### src/rtl/sm83_alu_pkg.sv
// sm83_alu_pkg: op codes, FSM states, nibble-slice op classes and DAA/flag constants for the nibble-serial SM83 ALU
package sm83_alu_pkg;
    typedef enum logic [4:0] {
        OP_ADD = 5'd0, OP_ADC, OP_SUB, OP_SBC, OP_AND, OP_XOR, OP_OR, OP_CP,
        OP_DAA, OP_RLC, OP_RL, OP_RRC, OP_RR, OP_SLA, OP_SRA, OP_SRL, OP_SWAP
    } alu_op_t;
    typedef enum logic [1:0] {IDLE, LO, HI} state_t;
    typedef enum logic [1:0] {CLS_ADD, CLS_AND, CLS_XOR, CLS_OR} nib_cls_t;
    localparam logic [3:0] DAA_LO_ADJ = 4'h6;
    localparam logic [7:0] DAA_HI_ADJ = 8'h60;
    localparam int Z = 7;
    localparam int N = 6;
    localparam int H = 5;
    localparam int C = 4;
endpackage

### src/rtl/sm83_alu_nibble.sv
// sm83_alu_nibble: combinational 4-bit add/logic slice, time-shared between the low and high passes
module sm83_alu_nibble
    import sm83_alu_pkg::*;
(
    input  logic [3:0] a4,
    input  logic [3:0] b4,
    input  logic       cin,
    input  nib_cls_t   cls,
    output logic [3:0] r4,
    output logic       cout
);
    logic [4:0] w_sum;
    // adder result or bitwise op; carry only meaningful for the adder class
    always_comb begin
        w_sum = {1'b0, a4} + {1'b0, b4} + {4'b0, cin};
        r4 = cls == CLS_ADD ? w_sum[3:0] : cls == CLS_AND ? a4 & b4 : cls == CLS_XOR ? a4 ^ b4 : a4 | b4;
        cout = cls == CLS_ADD && w_sum[4];
    end
endmodule

### src/rtl/sm83_alu_nibble_seq.sv
// sm83_alu_nibble_seq: runs one SM83 ALU/DAA/CB-shift op as low then high nibble pass; SM83_ALU_SWAP_EN enables op 16 = SWAP
module sm83_alu_nibble_seq
    import sm83_alu_pkg::*;
#(
    parameter int WORD_SIZE = 8
) (
    input  logic                 clk,
    input  logic                 reset_n,
    input  logic                 start,
    input  logic [4:0]           op,
    input  logic [WORD_SIZE-1:0] a,
    input  logic [WORD_SIZE-1:0] b,
    input  logic                 carry_flag,
    input  logic                 half_flag,
    input  logic                 neg_flag,
    output logic                 busy,
    output logic                 done,
    output logic [WORD_SIZE-1:0] result,
    output logic                 result_we,
    output logic                 zero_out,
    output logic                 neg_out,
    output logic                 half_out,
    output logic                 carry_out,
    output logic                 zero_we,
    output logic                 neg_we,
    output logic                 half_we,
    output logic                 carry_we
);
    if (WORD_SIZE != 8) begin : g_bad_width
        $error("sm83_alu_nibble_seq: WORD_SIZE must be 8");
    end

    state_t     r_state, w_next;
    logic [4:0] r_op;
    logic [7:0] r_a, r_b;
    logic       r_c, r_h, r_n, r_cy;
    logic [3:0] r_lo;
    logic       w_sub, w_logic, w_daa, w_shift, w_swap, w_nop;
    logic       w_lo_adj, w_hi_adj, w_cin0, w_cin, w_cout, w_sh_co, w_hi_c, w_half;
    logic [7:0] w_adj, w_bop, w_alu, w_sh, w_val, w_res;
    logic [3:0] w_a4, w_b4, w_r4;
    logic [7:4] w_f;
    nib_cls_t   w_cls;

    // op decode and operand selection for the shared nibble slice; DAA reuses the adder with a +/- adjust operand
    always_comb begin
        w_sub = r_op inside {OP_SUB, OP_SBC, OP_CP};
        w_logic = r_op inside {OP_AND, OP_XOR, OP_OR};
        w_daa = r_op == OP_DAA;
        w_shift = r_op inside {OP_RLC, OP_RL, OP_RRC, OP_RR, OP_SLA, OP_SRA, OP_SRL};
`ifdef SM83_ALU_SWAP_EN
        w_swap = r_op == OP_SWAP;
`else
        w_swap = 1'b0;
`endif
        w_nop = r_op > OP_SRL && !w_swap;
        w_lo_adj = r_h || (!r_n && r_a[3:0] > 4'd9);
        w_hi_adj = r_c || (!r_n && r_a > 8'h99);
        w_adj = (w_hi_adj ? DAA_HI_ADJ : 8'h00) | (w_lo_adj ? {4'h0, DAA_LO_ADJ} : 8'h00);
        w_bop = w_daa ? (r_n ? ~w_adj : w_adj) : (w_sub ? ~r_b : r_b);
        w_cin0 = r_op == OP_ADC ? r_c : r_op == OP_SBC ? !r_c : r_op inside {OP_SUB, OP_CP} ? 1'b1 : w_daa && r_n;
        w_cls = r_op == OP_AND ? CLS_AND : r_op == OP_XOR ? CLS_XOR : r_op == OP_OR ? CLS_OR : CLS_ADD;
        w_a4 = r_state == HI ? r_a[7:4] : r_a[3:0];
        w_b4 = r_state == HI ? w_bop[7:4] : w_bop[3:0];
        w_cin = r_state == HI ? r_cy : w_cin0;
    end

    sm83_alu_nibble u_nibble (
        .a4   (w_a4),
        .b4   (w_b4),
        .cin  (w_cin),
        .cls  (w_cls),
        .r4   (w_r4),
        .cout (w_cout)
    );

    // CB shifts/rotates on the latched operand; sh_co is the bit pushed out
    always_comb begin
        w_sh = r_a;
        w_sh_co = 1'b0;
        case (r_op)
            OP_RLC:  {w_sh_co, w_sh} = {r_a[7], r_a[6:0], r_a[7]};
            OP_RL:   {w_sh_co, w_sh} = {r_a, r_c};
            OP_RRC:  {w_sh, w_sh_co} = {r_a[0], r_a[7:1], r_a[0]};
            OP_RR:   {w_sh, w_sh_co} = {r_c, r_a};
            OP_SLA:  {w_sh_co, w_sh} = {r_a, 1'b0};
            OP_SRA:  {w_sh, w_sh_co} = {r_a[7], r_a};
            OP_SRL:  {w_sh, w_sh_co} = {1'b0, r_a};
`ifdef SM83_ALU_SWAP_EN
            OP_SWAP: w_sh = {r_a[3:0], r_a[7:4]};
`endif
            default: ;
        endcase
    end

    // final result and flag values, valid in the HI cycle; subtract-type carries become borrows
    always_comb begin
        w_alu = {w_r4, r_lo};
        w_val = (w_shift || w_swap) ? w_sh : w_alu;
        w_res = (r_op == OP_CP || w_nop) ? r_a : w_val;
        w_hi_c = w_daa ? w_hi_adj : w_logic ? 1'b0 : (w_shift || w_swap) ? w_sh_co : w_sub ? !w_cout : w_cout;
        w_half = r_op == OP_AND ? 1'b1 : (w_logic || w_daa || w_shift || w_swap) ? 1'b0 : w_sub ? !r_cy : r_cy;
        w_f = '0;
        w_f[Z] = w_val == 8'h00;
        w_f[N] = w_sub;
        w_f[H] = w_half;
        w_f[C] = w_hi_c;
        w_next = r_state == IDLE ? (start ? LO : IDLE) : r_state == LO ? HI : IDLE;
        busy = r_state != IDLE;
        half_we = r_state == HI && !w_nop;
        half_out = half_we && w_f[H];
    end

    // FSM state register
    always_ff @(posedge clk or negedge reset_n) begin
        if (!reset_n) r_state <= IDLE;
        else r_state <= w_next;
    end

    // operand latch at start, low-pass capture, and done/strobe/result registers at end of HI
    always_ff @(posedge clk or negedge reset_n) begin
        if (!reset_n) begin
            r_op <= '0;
            r_a <= '0;
            r_b <= '0;
            r_c <= 1'b0;
            r_h <= 1'b0;
            r_n <= 1'b0;
            r_lo <= '0;
            r_cy <= 1'b0;
            done <= 1'b0;
            result <= '0;
            result_we <= 1'b0;
            zero_we <= 1'b0;
            neg_we <= 1'b0;
            carry_we <= 1'b0;
            zero_out <= 1'b0;
            neg_out <= 1'b0;
            carry_out <= 1'b0;
        end else begin
            done <= r_state == HI;
            result_we <= r_state == HI && !w_nop && r_op != OP_CP;
            zero_we <= r_state == HI && !w_nop;
            neg_we <= r_state == HI && !w_nop && !w_daa;
            carry_we <= r_state == HI && !w_nop;
            if (r_state == IDLE && start) begin
                r_op <= op;
                r_a <= a;
                r_b <= b;
                r_c <= carry_flag;
                r_h <= half_flag;
                r_n <= neg_flag;
            end
            if (r_state == LO) begin
                r_lo <= w_r4;
                r_cy <= w_cout;
            end
            if (r_state == HI) begin
                result <= w_res;
                zero_out <= w_f[Z];
                neg_out <= w_f[N];
                carry_out <= w_f[C];
            end
        end
    end
endmodule
### config.mk
export PLATFORM = sky130hd
export DESIGN_NAME = sm83_alu_nibble_seq
export DESIGN_NICKNAME = d
export VERILOG_FILES = /design/src/rtl/sm83_alu_pkg.sv /design/src/rtl/sm83_alu_nibble.sv /design/src/rtl/sm83_alu_nibble_seq.sv
export SDC_FILE = /design/constraint.sdc
export NUM_CORES = 1
export LEC_CHECK = 0
export CORE_MARGIN = 2
export CORE_UTILIZATION = 54
export DETAILED_ROUTE_END_ITERATION = 7
export PLACE_DENSITY_LB_ADDON = 0.3
export SLEW_MARGIN = 20
export SYNTH_ARGS = -nofsm -noshare
export SYNTH_HDL_FRONTEND = slang
export SYNTH_SLANG_ARGS = --single-unit
export TNS_END_PERCENT = 20
### constraint.sdc
create_clock -name clk -period 4.35 [get_ports clk]
set_clock_uncertainty 0.15 [all_clocks]
set_input_delay 0.6525 -clock clk [delete_from_list [all_inputs] [get_ports clk]]
set_output_delay 0.6525 -clock clk [all_outputs]
set_load 0.01 [all_outputs]
# After elaboration in Yosys (flattened, before gate mapping)
# Cells that the tools add are included.
# op_classes
addsub	2
order_cmp	3
n_eq_ne	20
mux	31
bitwise	6
n_reduce_logical	30
# ops
op	n
one-hot mux 8 bit (7 select lines)	1
== test 5 x 4 -> 1 bit, second input constant	8
two-way mux 8 bit	5
== test 5 x 3 -> 1 bit, second input constant	4
two-way mux 4 bit	5
two-way mux 1 bit	12
== test 5 x 2 -> 1 bit, second input constant	2
two-way mux 2 bit	5
logical AND 1 bit	9
greater-than comparator 8 bit, second input constant	1
logical NOT 8 bit	1
inverter 7 -> 8 bit	1
inverter 8 bit	1
two-way mux 7 bit	1
OR 7 x 3 -> 7 bit	1
nonzero test 7 bit	1
logical NOT 1 bit	6
nonzero test 3 bit	2
adder 4 x 4 -> 5 bit	1
adder 5 x 1 -> 5 bit	1
== test 5 x 1 -> 1 bit, second input constant	1
greater-than comparator 5 x 4 -> 1 bit, second input constant	1
logical OR 1 bit	5
inequality test 5 x 3 -> 1 bit, second input constant	1
12 further kinds	16
# totals
ff_bits	46
inputBits	27
output_inout_bits	19
word_cells	109

# Depth between registers and ports, before layout
# depth
word_depth	17
depth_mapped	16
ltp_nobuf	15

# Modules after synthesis
# A second synthesis with hierarchy kept.
# hier_totals
hier_cells	298
area_unflattened_um2	2817.7
# modules_own_cells
module	n_inst	cells_per_inst	area_each_um2	seq_area_each_um2
sm83_alu_nibble_seq	1	249	2436.1	1151.1
sm83_alu_nibble	1	49	381.6	0.0

# Worst setup path after synthesis
# No wires, ideal clock.
# synth_path
path_type	flip-flop to flip-flop
from	register r_op[2]
to	register zero_out
setup_ns	0.068
arrival_ns	3.018
t_required_ns	4.132
slack_ns	1.114
path_stages_with_launch	14
n_path_buf	1
period_less_slack_ns	3.236
cell_sequence	dfrtp_1 -> buf_2 -> nand2b_1 -> nand3_2 -> xnor2_1 -> o21ai_0 -> inv_1 -> fa_1 -> inv_1 -> fa_1 -> a22oi_1 -> nand3_1 -> nor4_1 -> a32o_1
# synth_between
elab_chain_len	11
word_cells_on_any_way	43
cone_classes	add/sub (2); eq/ne (17); mux (15); bitwise (3); reduce/logical (6)
# synth_lines
element	line	text
start: declaration	sm83_alu_nibble_seq.sv:34	logic [4:0] r_op;
start signal: assignment	sm83_alu_nibble_seq.sv:147	r_op <= op;
parallel branches: the longest is 9 deep, another holds adder 4 x 4 -> 5 bit	-	
two-way mux 8 bit (*)	sm83_alu_nibble_seq.sv:99	w_val = (w_shift || w_swap) ? w_sh : w_alu;
logical NOT 8 bit (*)	sm83_alu_nibble_seq.sv:104	w_f[Z] = w_val == 8'h00;
end signal: assignment	sm83_alu_nibble_seq.sv:160	zero_out <= w_f[Z];
end: declaration	sm83_alu_nibble_seq.sv:20	output logic zero_out,
# Every way passes the cells marked *.
# A chain may end at the register's enable or synchronous reset.

# Final worst setup path
# layout_path
from	register r_op[0]
to	register zero_out
# Same word-level chain as after synthesis.

==> flow_summary.ini <==
[status]
status = finished clean

[critical_path]
cp_slowest_cell = dfrtp_1
path_max_fanout = 17
end_kind = register
path_cells = nand2b_1 > nand3_2 > xnor2_1 > o21ai_0 > inv_1 > fa_1 > inv_1 > fa_1 > a22oi_1 > nand3_1 > nor4_1 > a32o_1
start_kind = register
crit_type = reg -> reg
critPathBufInv = 2
cp.arrival_ps = 3910
reg2reg_from = r_op[0]
rr_endpoint = zero_out
critical_path_required_ps = 4440
path_depth = 12
rrSetupSlack_ps = 530
cp_slowest_stage_delay_ps = 670
reg2reg_depth = 12
cp_top_family = simple AND/OR/NAND/NOR gates

[yosys]
synth_xor_area_share_pct = 3.09
muxShareOfSynthArea_pct = 11.5
ys_seq_area_share_pct = 40.6
syn_area_mm2 = 0.00283
ys.flop_type = dfrtp_1
synthSimpleGateAreaFrac_pct = 17.0
syn_nets = 323
synthArstFlopShare_pct = 100
synth_edf_count = 0
synthAdderAreaFrac_pct = 4.95
synth_top_family_by_area = compound AO/OA/AOI/OAI gates
synth_seq_cells = 46
synth_cell_types = 59
yosys_warnings = 0
synth_compound_area_share_pct = 17.8
syn_area_per_cell_um2 = 9.90
synthCells = 286

[pwr]
p_sw_share_pct = 40.1
clkPwrFrac_pct = 15.4
p_comb_share_pct = 51.4
p_per_area_mw_per_mm2 = 616
power_frac_seq_pct = 33.2
irDropWorstVdd_mv = 0.291
p_switching_w = 0.000849
p_int_w = 0.00127
leakage_nw = 1.50

[cts]
cts_hold_buf = 0
post-cts-setup-buffers = 0
cts_resized = 0
cts_buffers = 5
clock_latency_ps = 300
cts_max_path_buffers = 2
cts_root_buffer = clkbuf_8
clk_pin_slew_worst_paths_ps = 90
ctsHtreeMaxLevel = 2
cts_tree = built
clock-sinks = 46

[placement]
hpwlAfterDp_mm = 5.02
place_inst = 388
io_buffer_count = 45
gp_congestion = 0.977
dp_slack_ps = 605

[timing]
hold_viol_final = 0
fin_crit_ps = 3820
slew_viol_final = 0
period_share_pct = 87.8
rsz0062_at_grt = false
fmax_ghz = 0.262
setup_tns_ps = 0
relSlewSlack_pct = 55.9
worstMarginPinSlew_ps = 661
holdWs_ps = 195
setup_viol = 0
setup_slack_ps = 529

[floorplan]
die_area_mm2 = 0.00584
die_x_um = 76.4
coreArea_mm2 = 0.00507
dieHeight_um = 76.4
ios = 46
fp-row-count = 26
initial_utilization_pct = 55.8

[final_layout]
diodes = 0
drive_gt1_share_pct = 14.2
instances_no_fill = 395
finalNetCount = 362
post-route-util_pct = 67.8
syn2layout_area_growth_pct = 21.4

[global_routing]
grt_pass1_vias = 2367
grt_pass1_wl_mm = 11.5
grt_max_degree = 47
grt_use_met3_pct = 4.86
use_met1_pct = 31.7
grt_usage_pct = 24.5
gr-usage-met2_pct = 41.8
grt-ovfl-total = 0
antenna_found_initial = 0
grt-busiest-layer = met2

[route]
routed_wl_mm = 6.65
vias = 2359
wl_per_cell_um = 16.8
first_pass_iters = 7
antenna_left = 0
drc = 0
vias_per_cell = 5.97
drt_iter0_markers = 290

[worst_hold_path]
min_path_type = in -> async

[job]
maxCapViolCount = 0
==> per-stage QoR <==
step | total power [W] | area (um^2)
2_1_floorplan | 0.00145 | 2830
3_3_place_gp | 0.00178 | 3310
3_5_place_dp | 0.00179 | 3320
4_1_cts | 0.00211 | 3430
5_1_grt | 0.00228 | 3440
6_report | 0.00212 | 3440
==> registers in the layout, summed over array words and instances, names as in the netlist, 2 cells and up <==
register / flops
r_a: 8
r_b: 8
r_lo: 4
r_op: 5
r_state: 2
result: 8
==> layout make-up <==
class	count	area [um^2]
well taps	70	87.6
clock buffers	6	82.6
flip-flops and latches	46	1150
multi-input cells	208	1560
repair buffers	48	470
inverters	16	60.1
fillers	429	1640
clock inverters	1	30.0
==> per-layer routing <==
metal  wire length (um)  vias up
li1                   -     1103
met1               2820     1141
met2               3290      100
met3                406       15
met4                134        0
met5                  0        -
==> worst max path at each step <==
stage,startpoint,end,slack (ps)
2_1_floorplan,r_op[2],zero_out,1110
3_3_place_gp,r_op[0],zero_out,720
3_5_place_dp,r_op[0],zero_out,610
4_1_cts,r_op[0],zero_out,590
5_1_grt,r_op[0],zero_out,280
6_report,r_op[0],zero_out,530
==> cells in the final DEF (no fill, tap or decap), types with 5 or more instances in the layout <==
cell type	n
nand2b_1	8
clkbuf_8	6
clkdlybuf4s50_1	44
xor2_1	5
nand2_1	38
inv_1	15
o21ai_1	12
xnor2_1	5
o21ai_0	11
dfrtp_1	46
mux2_2	21
a21oi_1	10
nor2_1	9
mux2i_1	9
ha_1	8
==> synth_stat cells (all sizes together) (4+ instances only) <==
cell / n / area [um^2]
dfrtp: 46 / 1150
a31oi: 4 / 25.0
xnor2: 5 / 43.8
nand3: 5 / 30.0
buf: 9 / 53.8
nor4: 5 / 37.5
nand2: 38 / 143
inv: 15 / 56.3
nand2b: 9 / 58.8
xor2: 5 / 43.8
nor2: 11 / 57.6
a222oi: 4 / 40.0
clkbuf: 7 / 26.3
o21ai: 23 / 115
mux2i: 9 / 90.1
a21o: 4 / 30.0
ha: 8 / 100
mux2: 21 / 236
a21oi: 12 / 82.6
==> power groups by stage <==
stage                     Combinational, W  Sequential (W)  Clock [W]
after floorplan                   0.000780        0.000670          0
after global placement             0.00107        0.000704          0
after detailed placement           0.00108        0.000708          0
after CTS                          0.00108        0.000700   0.000330
after global routing               0.00121        0.000722   0.000351
final                              0.00109        0.000703   0.000326
==> kinds of logic after synthesis <==
family / count (synthesis)
AO/OA/AOI/OAI: 72
XOR/XNOR: 10
adder cells (fa/ha/maj): 10
buffers and inverters: 32
flip-flops: 46
multiplexers: 30
AND/OR/NAND/NOR: 86
No activity file was read; power rests on OpenSTA's default activity.
